<file path="config.mk">
export PLATFORM = sky130hd
export DESIGN_NAME = axi_txn_limiter
export DESIGN_NICKNAME = d
export VERILOG_FILES = /design/src/rtl/axi_txn_limiter.sv
export SDC_FILE = /design/constraint.sdc
export NUM_CORES = 1
export LEC_CHECK = 0
export ABC_AREA = 1
export ABC_CLOCK_PERIOD_IN_PS = 7100
export CAP_MARGIN = 25
export CORE_AREA = 4 4 151 153
export CTS_CLUSTER_SIZE = 8
export DETAILED_ROUTE_END_ITERATION = 16
export DIE_AREA = 0 0 155 157
export PLACE_DENSITY = 0.52
export SLEW_MARGIN = 5
export SYNTH_ARGS = -nofsm -noshare
export SYNTH_HDL_FRONTEND = slang
export SYNTH_SLANG_ARGS = --single-unit
</file>
<file path="constraint.sdc">
create_clock -name clk_i -period 7.1 [get_ports clk_i]
set_input_delay 1.42 -clock clk_i [delete_from_list [all_inputs] [get_ports clk_i]]
set_output_delay 1.42 -clock clk_i [all_outputs]
set_load 0.01 [all_outputs]
</file>
<file path="src/rtl/axi_txn_limiter.sv">
// Outstanding-transaction limiter for one crossbar master port: counts in-flight
// AXI writes and reads and stalls AW/AR issue once a runtime limit is reached.

package axi_txn_pkg;
  typedef struct packed {
    logic [3:0]  id;
    logic [31:0] addr;
    logic [7:0]  len;
    logic [5:0]  atop;
  } aw_chan_t;

  typedef struct packed {
    logic [31:0] data;
    logic [3:0]  strb;
    logic        last;
  } w_chan_t;

  typedef struct packed {
    logic [3:0] id;
    logic [1:0] resp;
  } b_chan_t;

  typedef struct packed {
    logic [3:0]  id;
    logic [31:0] addr;
    logic [7:0]  len;
  } ar_chan_t;

  typedef struct packed {
    logic [3:0]  id;
    logic [31:0] data;
    logic [1:0]  resp;
    logic        last;
  } r_chan_t;

  typedef struct packed {
    aw_chan_t aw;
    logic     aw_valid;
    w_chan_t  w;
    logic     w_valid;
    logic     b_ready;
    ar_chan_t ar;
    logic     ar_valid;
    logic     r_ready;
  } axi_req_t;

  typedef struct packed {
    logic    aw_ready;
    logic    ar_ready;
    logic    w_ready;
    logic    b_valid;
    b_chan_t b;
    logic    r_valid;
    r_chan_t r;
  } axi_rsp_t;
endpackage

module axi_txn_limiter #(
  parameter int unsigned MaxTxns   = 8,
  parameter type         axi_req_t = axi_txn_pkg::axi_req_t,
  parameter type         axi_rsp_t = axi_txn_pkg::axi_rsp_t,
  localparam int unsigned CntW     = $clog2(MaxTxns + 1)
) (
  input  logic            clk_i,
  input  logic            rst_ni,
  input  axi_req_t        slv_req_i,
  output axi_rsp_t        slv_resp_o,
  output axi_req_t        mst_req_o,
  input  axi_rsp_t        mst_resp_i,
  input  logic [CntW-1:0] max_w_txns_i,
  input  logic [CntW-1:0] max_r_txns_i,
  output logic [CntW-1:0] w_outstanding_o,
  output logic [CntW-1:0] r_outstanding_o,
  output logic            idle_o
);

  typedef logic [CntW:0] sum_t;
  localparam logic [CntW-1:0] MaxCnt = CntW'(MaxTxns);

  logic [CntW-1:0] w_cnt, r_cnt, w_cnt_d, r_cnt_d;
  logic [CntW-1:0] lw, lr;
  logic            aw_lock_q, ar_lock_q, aw_lock_d, ar_lock_d;
  logic            atop_r, aw_allow, ar_allow, aw_atop_pend;
  logic            aw_hs, ar_hs, b_hs, r_last_hs;

  assign lw     = (max_w_txns_i > MaxCnt) ? MaxCnt : max_w_txns_i;
  assign lr     = (max_r_txns_i > MaxCnt) ? MaxCnt : max_r_txns_i;
  assign atop_r = slv_req_i.aw.atop[5];

  // Sums are one bit wider so count + pending cannot wrap at the limit.
  assign aw_allow = aw_lock_q | ((w_cnt < lw) &
                    (~atop_r | ((sum_t'(r_cnt) + sum_t'(ar_lock_q)) < sum_t'(lr))));
  // An atomic returning R data claims the last read slot ahead of a plain AR.
  assign aw_atop_pend = slv_req_i.aw_valid & aw_allow & atop_r;
  assign ar_allow     = ar_lock_q | ((sum_t'(r_cnt) + sum_t'(aw_atop_pend)) < sum_t'(lr));

  always_comb begin
    // NOTE: every combinational output gets a full default first, so no path can infer a latch.
    mst_req_o           = slv_req_i;
    mst_req_o.aw_valid  = slv_req_i.aw_valid & aw_allow;
    mst_req_o.ar_valid  = slv_req_i.ar_valid & ar_allow;
    slv_resp_o          = mst_resp_i;
    slv_resp_o.aw_ready = mst_resp_i.aw_ready & aw_allow;
    slv_resp_o.ar_ready = mst_resp_i.ar_ready & ar_allow;
  end

  assign aw_hs     = slv_req_i.aw_valid & aw_allow & mst_resp_i.aw_ready;
  assign ar_hs     = slv_req_i.ar_valid & ar_allow & mst_resp_i.ar_ready;
  assign b_hs      = mst_resp_i.b_valid & slv_req_i.b_ready;
  assign r_last_hs = mst_resp_i.r_valid & slv_req_i.r_ready & mst_resp_i.r.last;

  always_comb begin
    w_cnt_d   = w_cnt + CntW'(aw_hs) - CntW'(b_hs);
    r_cnt_d   = r_cnt + CntW'(ar_hs) + CntW'(aw_hs & atop_r) - CntW'(r_last_hs);
    aw_lock_d = aw_lock_q;
    ar_lock_d = ar_lock_q;
    // A request shown downstream but not yet taken stays allowed until accepted.
    if (aw_hs)                               aw_lock_d = 1'b0;
    else if (slv_req_i.aw_valid & aw_allow)  aw_lock_d = 1'b1;
    if (ar_hs)                               ar_lock_d = 1'b0;
    else if (slv_req_i.ar_valid & ar_allow)  ar_lock_d = 1'b1;
  end

  // NOTE: state registers use non-blocking assignments so all flops update together at the edge.
  always_ff @(posedge clk_i or negedge rst_ni) begin
    if (!rst_ni) begin
      w_cnt     <= '0;
      r_cnt     <= '0;
      aw_lock_q <= 1'b0;
      ar_lock_q <= 1'b0;
    end else begin
      w_cnt     <= w_cnt_d;
      r_cnt     <= r_cnt_d;
      aw_lock_q <= aw_lock_d;
      ar_lock_q <= ar_lock_d;
    end
  end

  assign w_outstanding_o = w_cnt;
  assign r_outstanding_o = r_cnt;
  assign idle_o          = (w_cnt == '0) && (r_cnt == '0);

`ifndef SYNTHESIS
  a_no_spurious_b: assert property (@(posedge clk_i) disable iff (!rst_ni)
    b_hs |-> (w_cnt != '0)) else $fatal(1, "B handshake with no outstanding write");
  a_no_spurious_r: assert property (@(posedge clk_i) disable iff (!rst_ni)
    r_last_hs |-> (r_cnt != '0)) else $fatal(1, "R last with no outstanding read");
  a_w_bound: assert property (@(posedge clk_i) disable iff (!rst_ni)
    w_cnt <= MaxCnt) else $fatal(1, "write count above MaxTxns");
  a_r_bound: assert property (@(posedge clk_i) disable iff (!rst_ni)
    r_cnt <= MaxCnt) else $fatal(1, "read count above MaxTxns");
  a_aw_stable: assert property (@(posedge clk_i) disable iff (!rst_ni)
    slv_req_i.aw_valid && !slv_resp_o.aw_ready |=> slv_req_i.aw_valid && $stable(slv_req_i.aw))
    else $fatal(1, "AW payload changed while stalled");
  a_ar_stable: assert property (@(posedge clk_i) disable iff (!rst_ni)
    slv_req_i.ar_valid && !slv_resp_o.ar_ready |=> slv_req_i.ar_valid && $stable(slv_req_i.ar))
    else $fatal(1, "AR payload changed while stalled");
  a_w_stable: assert property (@(posedge clk_i) disable iff (!rst_ni)
    slv_req_i.w_valid && !slv_resp_o.w_ready |=> slv_req_i.w_valid && $stable(slv_req_i.w))
    else $fatal(1, "W payload changed while stalled");
`endif

endmodule

</file>
==> summary.md, run 1 <==
| Metric | Value |
|---|---|
| Placer Congestion | `0.7710` |
| Maximum capacitance violations | `0` |
| Via total after detailed routing | `roughly 1,200` |
| Via density per instance | `2.722` |
| Maximum number of pins on one net before global-route repair | `11` |
| Synthesized area per cell | `just under 8 um^2` |
| Highest-count cells in the layout ignoring fill and taps | `38 x sky130_fd_sc_hd__clkdlybuf4s50_1, 26 x sky130_fd_sc_hd__nand2_1, 24 x sky130_fd_sc_hd__inv_1, 24 x sky130_fd_sc_hd__ha_1, 10 x sky130_fd_sc_hd__dfrtp_1` |
| Final Slew Violations | `0` |
| Register bit count reported by yosys | `10` |
| Buffer depth of the longest clock path | `2` |
| Top-level I/O count | `around 400` |
| Routed Wire Length | `just over 7000 um` |
| CTS H-Tree Depth | `1` |
| Outcome | `completed` |
| Worst min-delay path category | `register to register` |
| Number of enable-type register cells in the synthesized netlist | `0` |
| Number of distinct library cell variants in the gate-level netlist after synthesis | `25` |
| Slowest-stage cell, CP | `sky130_fd_sc_hd__clkdlybuf4s50_1` |
| Proportion of layout cells with a drive suffix above 1 | `under 10%` |
| Peak fanout along the critical path | `5` |
| Number of setup violations in the final report | `0` |
| Fin area | `1911 um^2` |
| Number of hold violations in the final report | `0` |
| Worst Setup End Kind | `primary output` |
| Synth warn | `0` |
| Post-route ant nets | `0` |
| Die Outline Area | `24,340 um^2` |
| X dimension of the die | `roughly 160 um` |
| Initial cell density of the core | `about 11%` |
| CTS Root Cell | `sky130_fd_sc_hd__clkbuf_16` |
| Net count, final | `slightly below 400` |
| Maximum clock rate | `around 160 MHz` |
| Gr usage total | `between 5 and 6%` |
| Async set-or-reset flop fraction in the synthesized netlist | `100.0%` |
| CTS tree | `yes` |
| Num Clock Sinks | `10` |
| TritonCTS Buffers | `3` |
| Worst vdd ir | `62.79 uV` |
| Routed length per placed instance | `between 15 and 20 um` |
| Post-CTS resize count | `0` |
| CP dominant cell by count | `sky130_fd_sc_hd__nand2_1` |
| First-pass GRT wire length | `around 9200 um` |
| Reported leakage power | `~0.00083 uW` |
| CORE AREA | `approximately 22,000 um^2` |
| Critical path class | `primary input to primary output` |
| Post-Synthesis Cell Area | `between 2000 and 2500 um^2` |
| Overflow left after global routing | `0` |
| List of cells traversed by the critical path | `clkdlybuf4s50_1, inv_2, nand2_1, ha_1, nand2_1, nor2_1, nand2_1, nand3_1, nand2_1, nand2_2, nand2_2, nand2_1, nor2_1, ha_1, ha_1, xor2_1, ha_1, nand2_1, inv_1, o21ai_1, nand3_1, a21boi_1, clkdlybuf4s50_1` |
| Initial antenna violation count | `2` |
| Area growth syn-to-layout | `-22.25%` |
| Yosys top cell by area | `sky130_fd_sc_hd__buf_4` |
| CP Data Arrival Time | `around 4900 ps` |
| Tightest hold margin | `about 550 ps` |
| Slew HR | `between 60% and 70%` |
| Count of input and output buffers | `38` |
| Largest cells by area after synthesis | `sky130_fd_sc_hd__buf_4 56%, sky130_fd_sc_hd__ha_1 12%, sky130_fd_sc_hd__dfrtp_1 10%` |
| Minimum clock period | `around 6300 ps` |
| Critical path data required time | `around 5700 ps` |
| Primary flip-flop cell chosen by synthesis mapping | `sky130_fd_sc_hd__dfrtp_1` |
| Critical path buffer and inverter count | `4` |
| Setup Skew | `approximately 2.5 ps` |
| Number of detailed-route iterations in the first pass | `4` |
| Proportion of netlist area held by the largest area contributor | `55.60%` |
| Post-DP HPWL | `between 6000 and 7000 um` |
| Sum of negative setup slack | `0 ps` |
| Sequential area share after synthesis | `10.18%` |
| Type of element launching the critical path | `primary input` |
| DR DRC count | `0` |
| Leading cell type in the layout, fill and taps excluded | `sky130_fd_sc_hd__clkdlybuf4s50_1` |
| Die span in y | `about 160 um` |
| CP delay by family, top | `buffers and inverters` |
| Post-placement cell area | `between 1500 and 2000 um^2` |
| Slew of the pin with the lowest slew margin | `518.3 ps` |
| Clk_lat worst skew | `around 230 ps` |
| Hold-fix buffer count after cts | `0` |
| Unrepaired setup endpoints after global routing | `no` |
| Delay of the slowest critical-path stage | `~570 ps` |
| Floorplan row count | `54` |
| Via count of the first global-routing pass | `roughly 1,400` |
| Setup Buffers After CTS | `0` |
| Number of inserted diodes | `0` |
| Crit share post-route | `88.92%` |
| Drt first-iter violations | `23` |
| Nets in the synthesized netlist | `about 540` |
| CTS clk-pin slew, worst paths | `roughly 40 ps` |
| Pwr dens | `around 360 nW/um^2` |
| Gate count of the mapped netlist | `about 310` |
cell usage after synthesis (3+ instances only):
cell type	count
sky130_fd_sc_hd__inv_2	4
sky130_fd_sc_hd__ha_1	24
sky130_fd_sc_hd__xor2_1	5
sky130_fd_sc_hd__nand2_1	26
sky130_fd_sc_hd__nand3_1	7
sky130_fd_sc_hd__inv_1	24
sky130_fd_sc_hd__dfrtp_1	10
sky130_fd_sc_hd__buf_4	182
sky130_fd_sc_hd__xnor2_1	3
sky130_fd_sc_hd__fa_1	3
sky130_fd_sc_hd__a21oi_1	5
where the power goes:
part,internal [uW],switching (uW)
logic,225,223
clock network,84.6,25.7
registers,90.2,45.4
layout make-up:
type                    count  area (um^2)
clock buffers               4        88.84
fillers                  2479        19640
inverters                  29        122.6
multi-input cells          92        718.2
flip-flops and latches     10        250.2
well taps                 280        350.3
repair buffers             38        380.4
sequential cells by signal, summed over array words and instances, names as in the netlist:
| signal | flops |
|---|---|
| r_outstanding_o | 4 |
| aw_lock_q | 1 |
| ar_lock_q | 1 |
| w_outstanding_o | 4 |
final timing paths:
| path | start | endpoint | slack, ps | cells past startpoint |
|---|---|---|---|---|
| max in group asynchronous | rst_ni | r_outstanding_o[3] | 5220 | 1 |
| setup reg to reg | r_outstanding_o[0] | r_outstanding_o[2] | 2160 | 28 |
| hold / removal | w_outstanding_o[0] | w_outstanding_o[0] | 550 | 1 |
| hold reg to reg | w_outstanding_o[0] | w_outstanding_o[0] | 550 | 1 |
| min in group asynchronous | rst_ni | w_outstanding_o[3] | 1530 | 1 |
| setup / recovery | max_r_txns_i[3] | slv_resp_o[48] | 790 | 23 |
stage by stage:
step | worst slack [ps] | util (%) | instances | total power, uW
after global placement | 751.0 | 8.452 | 449 | 601.1
after CTS | 708.9 | 8.865 | 453 | 722.0
final | 786.9 | 8.865 | 453 | 694.1
after detailed placement | 732.6 | 8.452 | 449 | 604.8
after global routing | 347.5 | 8.865 | 453 | 775.3
after floorplan | 1911 | - | 313 | 518.6
cells by family after synthesis:
group                      after synthesis  share of synthesized area (%)
and+or+nand+nor                         46                          8.707
AOI/OAI and AO/OA                       11                          3.004
adders and majority gates               27                          14.66
buffers and inverters                  211                          60.59
xor gates and xnor gates                 8                          2.851
DFF                                     10                          10.18
metal layers:
layer | track usage, % | vias to the layer above | wire, um | share of wire (%)
met5 | 0 | - | 27 | 0.38
met3 | 6.076 | 100 | 1805 | 25
met4 | 7.275 | 4 | 942 | 13
met1 | 3.459 | 475 | 1631 | 23
li1 | - | 502 | - | -
met2 | 6.999 | 152 | 2703 | 38
(Power assumes the default switching activity.)
==> inputs of run 2 (changes only) <==
- HOLD_SLACK_MARGIN: not set -> 0.06
==> results of run 2 <==
No change in the layout: final DEF, timing and power equal those of run 1.
==> inputs of run 3 (changes only) <==
- HOLD_SLACK_MARGIN: 0.06 -> 0.02
==> results of run 3 <==
No change in the layout: final DEF, timing and power equal those of run 1.
